### config.mk
export PLATFORM = sky130hd
export DESIGN_NAME = mux2_arbiter_flat
export DESIGN_NICKNAME = d
export VERILOG_FILES = /design/src/rtl/mux2_arb_pkg.sv /design/src/rtl/mux2_arbiter_if.sv /design/src/rtl/nand_mux2.sv /design/src/rtl/mux2_arbiter.sv /design/src/flat_wrapper.sv
export SDC_FILE = /design/constraint.sdc
export NUM_CORES = 1
export LEC_CHECK = 0
export CAP_MARGIN = 5
export CORE_AREA = 2 2 39 41
export DETAILED_ROUTE_END_ITERATION = 16
export DIE_AREA = 0 0 41 43
export PLACE_DENSITY_LB_ADDON = 0.12
export SYNTH_ARGS = -nofsm -noshare
export SYNTH_HDL_FRONTEND = slang
export SYNTH_SLANG_ARGS = --single-unit
### constraint.sdc
create_clock -name clk -period 1 [get_ports clk]
set_input_delay 0.2 -clock clk [delete_from_list [all_inputs] [get_ports clk]]
set_output_delay 0.2 -clock clk [all_outputs]
set_load 0.01 [all_outputs]
### src/rtl/mux2_arb_pkg.sv
// Shared state encodings and defaults for the two-requester arbiter.
// No timing of its own; holds no flow-control behaviour.
package mux2_arb_pkg;

  typedef enum logic [1:0] {
    IDLE   = 2'b00,
    GRANT0 = 2'b01,
    GRANT1 = 2'b10
  } arb_state_t;

  localparam int unsigned MAX_HOLD_DEFAULT = 8;
  localparam int          HOLD_CNT_W       = 8;

  // Maps a requester index onto its grant state.
  function automatic arb_state_t grant_state(input logic idx);
    return idx ? GRANT1 : GRANT0;
  endfunction

endpackage

### src/rtl/mux2_arbiter_if.sv
// Requester/arbiter bundle: requests and data in, grants, select and shared data out.
// Pure wiring; grants are the only flow control, requesters hold req until done.
interface mux2_arbiter_if;

  logic req_0;
  logic req_1;
  logic data_0;
  logic data_1;
  logic grant_0;
  logic grant_1;
  logic sel;
  logic data_out;
  logic busy;

  modport master (
    output req_0, req_1, data_0, data_1,
    input  grant_0, grant_1, sel, data_out, busy
  );

  modport slave (
    input  req_0, req_1, data_0, data_1,
    output grant_0, grant_1, sel, data_out, busy
  );

endinterface

### src/rtl/nand_mux2.sv
// Four-NAND 2:1 mux: data_out = sel ? data_0 : data_1.
// Combinational, zero latency; no backpressure.
module nand_mux2 (
  input  logic sel,
  input  logic data_0,
  input  logic data_1,
  output logic data_out
);

  logic sel_n;
  logic leg_0_n;
  logic leg_1_n;

  assign sel_n    = ~(sel & sel);
  assign leg_0_n  = ~(data_0 & sel);
  assign leg_1_n  = ~(data_1 & sel_n);
  assign data_out = ~(leg_0_n & leg_1_n);

endmodule

### src/rtl/mux2_arbiter.sv
// Round-robin 2:1 arbiter + NAND mux; grant 1 cycle after request, data_out 0 latency.
// No backpressure: requesters hold req; MUX2_ARB_PREEMPT_EN adds MAX_HOLD-cycle preemption.
module mux2_arbiter
  import mux2_arb_pkg::*;
#(
  parameter int unsigned MAX_HOLD = MAX_HOLD_DEFAULT
) (
  input logic           clk,
  input logic           rst,
  mux2_arbiter_if.slave bus
);

  if (MAX_HOLD < 2 || MAX_HOLD > 255) begin : g_max_hold_range
    $error("mux2_arbiter: MAX_HOLD must be in 2..255");
  end

  arb_state_t state;
  arb_state_t state_nxt;
  logic       last_served;
  logic       sel_q;
  logic       grant_0_q;
  logic       grant_1_q;
  logic       busy_q;
  logic       enter_grant;
  logic       hold_expired;
  logic       data_out_w;

  always_ff @(posedge clk) begin
    if (rst) begin
      state <= IDLE;
    end else begin
      state <= state_nxt;
    end
  end

  // A waiting requester takes over directly, without an IDLE bubble.
  always_comb begin
    state_nxt = state;
    unique case (state)
      IDLE: begin
        if (bus.req_0 && bus.req_1) begin
          state_nxt = grant_state(~last_served);
        end else if (bus.req_0) begin
          state_nxt = GRANT0;
        end else if (bus.req_1) begin
          state_nxt = GRANT1;
        end
      end
      GRANT0: begin
        if (bus.req_1 && (!bus.req_0 || hold_expired)) begin
          state_nxt = GRANT1;
        end else if (!bus.req_0) begin
          state_nxt = IDLE;
        end
      end
      GRANT1: begin
        if (bus.req_0 && (!bus.req_1 || hold_expired)) begin
          state_nxt = GRANT0;
        end else if (!bus.req_1) begin
          state_nxt = IDLE;
        end
      end
      default: state_nxt = IDLE;
    endcase
  end

  assign enter_grant = (state_nxt != IDLE) && (state_nxt != state);

  // Outputs are registered from state_nxt so they line up with the state flop.
  always_ff @(posedge clk) begin
    if (rst) begin
      grant_0_q   <= 1'b0;
      grant_1_q   <= 1'b0;
      busy_q      <= 1'b0;
      sel_q       <= 1'b0;
      last_served <= 1'b1;
    end else begin
      grant_0_q <= (state_nxt == GRANT0);
      grant_1_q <= (state_nxt == GRANT1);
      busy_q    <= (state_nxt != IDLE);
      if (enter_grant) begin
        last_served <= (state_nxt == GRANT1);
        sel_q       <= (state_nxt == GRANT0);
      end
    end
  end

`ifdef MUX2_ARB_PREEMPT_EN
  logic [HOLD_CNT_W-1:0] hold_cnt;
  logic                  other_waiting;

  assign other_waiting = ((state == GRANT0) && bus.req_1) ||
                         ((state == GRANT1) && bus.req_0);
  assign hold_expired  = (hold_cnt == HOLD_CNT_W'(MAX_HOLD - 1));

  // Counts only cycles in which the other side is kept waiting; saturates.
  always_ff @(posedge clk) begin
    if (rst) begin
      hold_cnt <= '0;
    end else if (enter_grant) begin
      hold_cnt <= '0;
    end else if (other_waiting && (hold_cnt != '1)) begin
      hold_cnt <= hold_cnt + 1'b1;
    end
  end
`else
  assign hold_expired = 1'b0;
`endif

  nand_mux2 u_out_mux (
    .sel      (sel_q),
    .data_0   (bus.data_0),
    .data_1   (bus.data_1),
    .data_out (data_out_w)
  );

  assign bus.grant_0  = grant_0_q;
  assign bus.grant_1  = grant_1_q;
  assign bus.busy     = busy_q;
  assign bus.sel      = sel_q;
  assign bus.data_out = data_out_w;

endmodule
### src/flat_wrapper.sv
// flat-port wrapper written by rule: the top's interface ports become plain ports
module mux2_arbiter_flat import mux2_arb_pkg::*;
#(
  parameter int unsigned MAX_HOLD = MAX_HOLD_DEFAULT
)
  (clk, rst, bus_req_0, bus_req_1, bus_data_0, bus_data_1, bus_grant_0, bus_grant_1, bus_sel, bus_data_out, bus_busy);
  mux2_arbiter_if bus_i ();
  input logic clk;
  input logic rst;
  input wire logic [$bits(bus_i.req_0)-1:0] bus_req_0;
  input wire logic [$bits(bus_i.req_1)-1:0] bus_req_1;
  input wire logic [$bits(bus_i.data_0)-1:0] bus_data_0;
  input wire logic [$bits(bus_i.data_1)-1:0] bus_data_1;
  output wire logic [$bits(bus_i.grant_0)-1:0] bus_grant_0;
  output wire logic [$bits(bus_i.grant_1)-1:0] bus_grant_1;
  output wire logic [$bits(bus_i.sel)-1:0] bus_sel;
  output wire logic [$bits(bus_i.data_out)-1:0] bus_data_out;
  output wire logic [$bits(bus_i.busy)-1:0] bus_busy;
  assign bus_i.req_0 = bus_req_0;
  assign bus_i.req_1 = bus_req_1;
  assign bus_i.data_0 = bus_data_0;
  assign bus_i.data_1 = bus_data_1;
  assign bus_grant_0 = bus_i.grant_0;
  assign bus_grant_1 = bus_i.grant_1;
  assign bus_sel = bus_i.sel;
  assign bus_data_out = bus_i.data_out;
  assign bus_busy = bus_i.busy;
  mux2_arbiter #(.MAX_HOLD(MAX_HOLD)) u_core (.clk(clk), .rst(rst), .bus(bus_i));
endmodule
# Word level (Yosys, flattened, before mapping)
# Cells that the tools add are included.
# W data, S select, Z words.
dict set report totals {
  reg_bits 7
  latchBits 0
  ram_bits 0
  romBits 0
  in_bits 6
  word_cells 35
  n_memories 0
}
dict set report classes {
  add_sub_neg 0
  mul 0
  div 0
  n_lt_le_gt_ge 0
  eq_ne 5
  shift 0
  muxes 9
  bitwise_logic 7
  n_reduce_logical 8
}
# cell count
set ops {}
lappend ops {{$mux W2} 8}
lappend ops {{$pmux W2 S3} 1}
lappend ops {{$eq A2 B1 Y1 const B} 2}
lappend ops {{$eq A2 B2 Y1 const B} 2}
lappend ops {{$logic_and A1 B1 Y1} 4}
lappend ops {{$not A1 Y1} 4}
lappend ops {{$and A1 B1 Y1} 3}
lappend ops {{$logic_not A1 Y1} 2}
lappend ops {{$logic_not A2 Y1} 1}
lappend ops {{$ne A2 B2 Y1} 1}
lappend ops {{$reduce_bool A2 Y1} 1}

# Depth between registers and ports, before layout
# Gate-level depths: netlist of run 1.
dict set report logic_depth {
  depth_word 6
  depth_mapped 4
}

# Modules after synthesis
# Synthesis of run 1 repeated with hierarchy kept, for this count alone.
dict set report hier_totals {
  hier_cells 29
  area_unflattened_um2 282.8
}
# mod n_inst cells_per_inst area_each_um2 seq_area_each_um2
set by_module_without_submodules {}
lappend by_module_without_submodules {mux2_arbiter 1 28 267.8 140.1}
lappend by_module_without_submodules {nand_mux2 1 1 15.0 0.0}

# Worst setup path before layout of run 1
# Ideal clock, no wire load.
dict set report synth_timing {
  path_kind {flip-flop to output port}
  from {register u_core.sel_q, in the netlist u_core.bus.sel}
  to {output bus_data_out}
  t_arrival_ns 0.749
  required_time_ns 0.800
  slack_ns 0.051
  stages_incl_launch_ff 2
  n_path_buf 0
  cell_sequence {dfxtp_1 -> mux2_2}
}
dict set report synth_between {
  elab_chain_len 5
  elab_cells_between_ends 7
  classes_between {7 x bitwise}
}
# item line_no
set synth_rtl {}
lappend synth_rtl {{start, declared} mux2_arbiter.sv:20} ;# logic sel_q;
lappend synth_rtl {{start signal, assigned} mux2_arbiter.sv:83} ;# sel_q <= (state_nxt == GRANT0);
lappend synth_rtl {{$not A1 Y1} nand_mux2.sv:14} ;# assign sel_n = ~(sel & sel);
lappend synth_rtl {{$and A1 B1 Y1} nand_mux2.sv:16} ;# assign leg_1_n = ~(data_1 & sel_n);
lappend synth_rtl {{$not A1 Y1} nand_mux2.sv:16}
lappend synth_rtl {{$and A1 B1 Y1 (*)} nand_mux2.sv:17} ;# assign data_out = ~(leg_0_n & leg_1_n);
lappend synth_rtl {{$not A1 Y1 (*)} nand_mux2.sv:17}
lappend synth_rtl {{end, declared} flat_wrapper.sv:17} ;# output wire logic [$bits(bus_i.data_out)-1:0] bus_data_out;
# Every way passes the cells marked *; elsewhere a longest branch is shown, timed or not.

# Final worst setup path of run 1
# Same ends and word-level chain as after synthesis.

==> out/results.ini, run 1 <==
[status]
status = finished, violations left
violations = setup timing

[setup_path]
slowest_delay_ns = 0.33
path_cells = mux2_4 -> buf_6
end_kind = output port
cp.arrival_ns = 1.00
required_ns = 0.80
start_kind = register
critPathKind = register to output port
r2r_slack_ns = 0.09
cp_slowest_cell = dfxtp_2
worstPathMaxFanout = 2

[cts]
cts_buffer_depth = 2
cts_hold_buf = 0
cts_tree = yes
clkSlewWorstSetupHoldPaths_ns = 0.05
cts_buffers = 3
cts.sink_count = 7
clk_latency_ns = 0.25
cts_root_buf = clkbuf_4
htree_levels = 1

[global_routing]
track_usage_pct = 8.459
grt_pass1_vias = 252
grt_max_degree = 9
antenna_found_initial = 0
grt_pass1_wl_um = 972
grt_overflow_total = 0

[route]
drc_errors = 0
dr.pass1.iters = 1
num_vias = 275
ant_nets = 0
drt_iter0_drc = 0
vias_per_cell = 4.297
wl_per_cell_um = 9.188
wl_um = 588

[synth]
synth_area_um2 = 281.5
syn_inst = 30
seq_area_frac_synth_pct = 49.78
ys_warn_count = 0
synth_cell_types = 17
yosys_register_bits = 7
syn_nets = 36
synth.avg_cell_area_um2 = 9.384

[timing]
finalClockSkew_ns = 0.001567
setup_viol = 2
fmax_mhz = 836.6
max-slew-margin-rel_pct = 83.42
period_minus_slack_ns = 1.195
finalHoldViolCount = 0
report.final.slew_viol_count = 0
rsz0062_at_grt = yes
worstMarginPinSlew_ns = 0.2480
finalCritPeriodShare_pct = 119.5
layout_setup_ws_ns = -0.1954

[placed_design]
dp_slack_ns = -0.5346
dp_hpwl_um = 470.8
port_buffers = 10
place_area_um2 = 434.2
gp_congestion = 0.7964

[power]
pwr-share-seq_pct = 45.1
p_total_mw = 0.7021
ir_drop_mv = 0.8482
p_switching_mw = 0.1654
switching_share_pct = 23.55
power_density_nw_per_um2 = 1517
p_int_mw = 0.5367
power_frac_clock_pct = 35.1
p_leak_nw = 0.2111
power_frac_comb_pct = 19.8

[final_layout]
fillers = 148
area_growth_pct = 64.44
final_area_um2 = 462.9
final_nets = 55
diodes = 0
multi_input_area_um2 = 131.4
drive_gt1_share_pct = 41.67
seqCellArea_um2 = 143.9

[die]
start_util_pct = 20.34
die_h_um = 43
chipWidth_um = 41
core_um2 = 1384
rows = 14
io_pins = 11
dieArea_um2 = 1763

[flow_run]
maxCapViolCount = 0

[min_path]
min_path_type = primary input to register

==> flip-flops by register name (all words and copies together), names as in the netlist <==
| name | count |
|---|---|
| u_core.state | 2 |
| u_core.bus.grant_0 | 1 |
| u_core.bus.sel | 1 |
| u_core.bus.busy | 1 |
| u_core.last_served | 1 |
| u_core.bus.grant_1 | 1 |
==> cells in the final DEF, fill, tap and decap left out <==
| master | netlist | final |
|---|---|---|
| o22a_1 | 2 | 2 |
| o21ai_0 | 1 | 1 |
| dfxtp_2 | 0 | 3 |
| dlymetal6s2s_1 | 0 | 1 |
| clkbuf_1 | 0 | 1 |
| clkbuf_4 | 0 | 3 |
| inv_2 | 1 | 1 |
| clkdlybuf4s50_1 | 0 | 3 |
| o311a_1 | 1 | 1 |
| a21oi_1 | 1 | 1 |
| buf_4 | 0 | 5 |
| inv_1 | 3 | 3 |
| mux2_4 | 0 | 1 |
| o21bai_2 | 1 | 1 |
| buf_6 | 0 | 2 |
| nor3_1 | 4 | 4 |
| a31oi_1 | 1 | 1 |
| dlygate4sd2_1 | 0 | 1 |
| nand2_1 | 2 | 2 |
| dfxtp_1 | 7 | 4 |
| nor2_1 | 1 | 1 |
| clkbuf_2 | 0 | 3 |
| a311oi_1 | 1 | 1 |
| a221oi_2 | 0 | 1 |
| nor2b_1 | 1 | 1 |
==> routing by layer <==
metal  wire, um  global-route usage, %  vias to the layer above
met5          0                      0                        -
met4          0                  2.000                        0
met3         66                  7.853                        0
met2        286                  10.31                       12
met1        236                  10.71                      120
li1           -                      -                      143
==> timing repair <==
item	CTS	global route
setup endpoints to repair	6	10
resized for setup	19	7
gates cloned	0	0
buffers inserted	0	0
==> cell usage after synthesis <==
| library cell | instances | area share [%] |
|---|---|---|
| a21oi_1 | 1 | 1.8 |
| a221oi_1 | 1 | 3.1 |
| a311oi_1 | 1 | 3.1 |
| a31oi_1 | 1 | 2.2 |
| buf_2 | 1 | 1.8 |
| dfxtp_1 | 7 | 50 |
| inv_1 | 3 | 4.0 |
| inv_2 | 1 | 1.3 |
| mux2_2 | 1 | 4.0 |
| nand2_1 | 2 | 2.7 |
| nor2_1 | 1 | 1.3 |
| nor2b_1 | 1 | 2.2 |
| nor3_1 | 4 | 7.1 |
| o21ai_0 | 1 | 1.8 |
| o21bai_2 | 1 | 4.0 |
| o22a_1 | 2 | 6.2 |
| o311a_1 | 1 | 3.6 |
==> worst max-delay path: cells and delay by family (launching register included) <==
kind,cells,cell delay [ns]
buffers and inverters,1,0.12
flip-flops,1,0.33
multiplexers,1,0.30
==> path summary, 6_finish.rpt <==
| path | endpoint | startpoint | cells after the start |
|---|---|---|---|
| max reg2reg | u_core.last_served$_SDFFE_PP1P_ | u_core.last_served$_SDFFE_PP1P_ | 3 |
| min reg2reg | u_core.bus.sel$_SDFFE_PP0P_ | u_core.state[1]$_SDFF_PP0_ | 2 |
| min | u_core.state[0]$_SDFF_PP0_ | bus_req_0 | 3 |
| max | bus_data_out | u_core.bus.sel$_SDFFE_PP0P_ | 2 |
==> cells by family (layout without fill, tap and decap cells) <==
logic type      after synthesis  in the layout  synth area share, %
compound gates                9              9                25.78
buf+inv                       5             23                7.108
flops                         7              7                49.78
mux                           1              1                4.000
simple gates                  8              8                13.33
==> stage by stage <==
step / instances / TNS [ns] / hold WS (ns) / util, %
floorplan: 30 / 0 / 0.2721 / -
global placement: 60 / -2.206 / 0.5458 / 31.37
detailed placement: 60 / -2.268 / 0.5521 / 31.37
CTS: 64 / -0.2224 / 0.4268 / 33.73
global route: 64 / -0.2663 / 0.3622 / 33.45
finish: 64 / -0.2023 / 0.3375 / 33.45
==> area by class of cell <==
type	count	share of cell area, %
Clock buffer	4	5.676
Multi-Input combinational cell	18	28.38
Timing Repair Buffer	15	27.30
Sequential cell	7	31.08
Inverter	4	3.243
Tap cell	16	4.324
==> power groups by stage <==
stage	Clock (mW)	Sequential [mW]	Combinational, mW
floorplan	0	0.322	0.0576
global placement	0	0.319	0.142
detailed placement	0	0.320	0.143
global route	0.274	0.320	0.154
finish	0.246	0.317	0.139
CTS	0.261	0.315	0.143
Power figures use the tool's default switching activity.
==> inputs of run 2 (changes only) <==
Settings changed: ABC_CLOCK_PERIOD_IN_PS set to 1000.
==> results of run 2 <==
No change in the layout: final DEF, timing and power equal those of run 1.
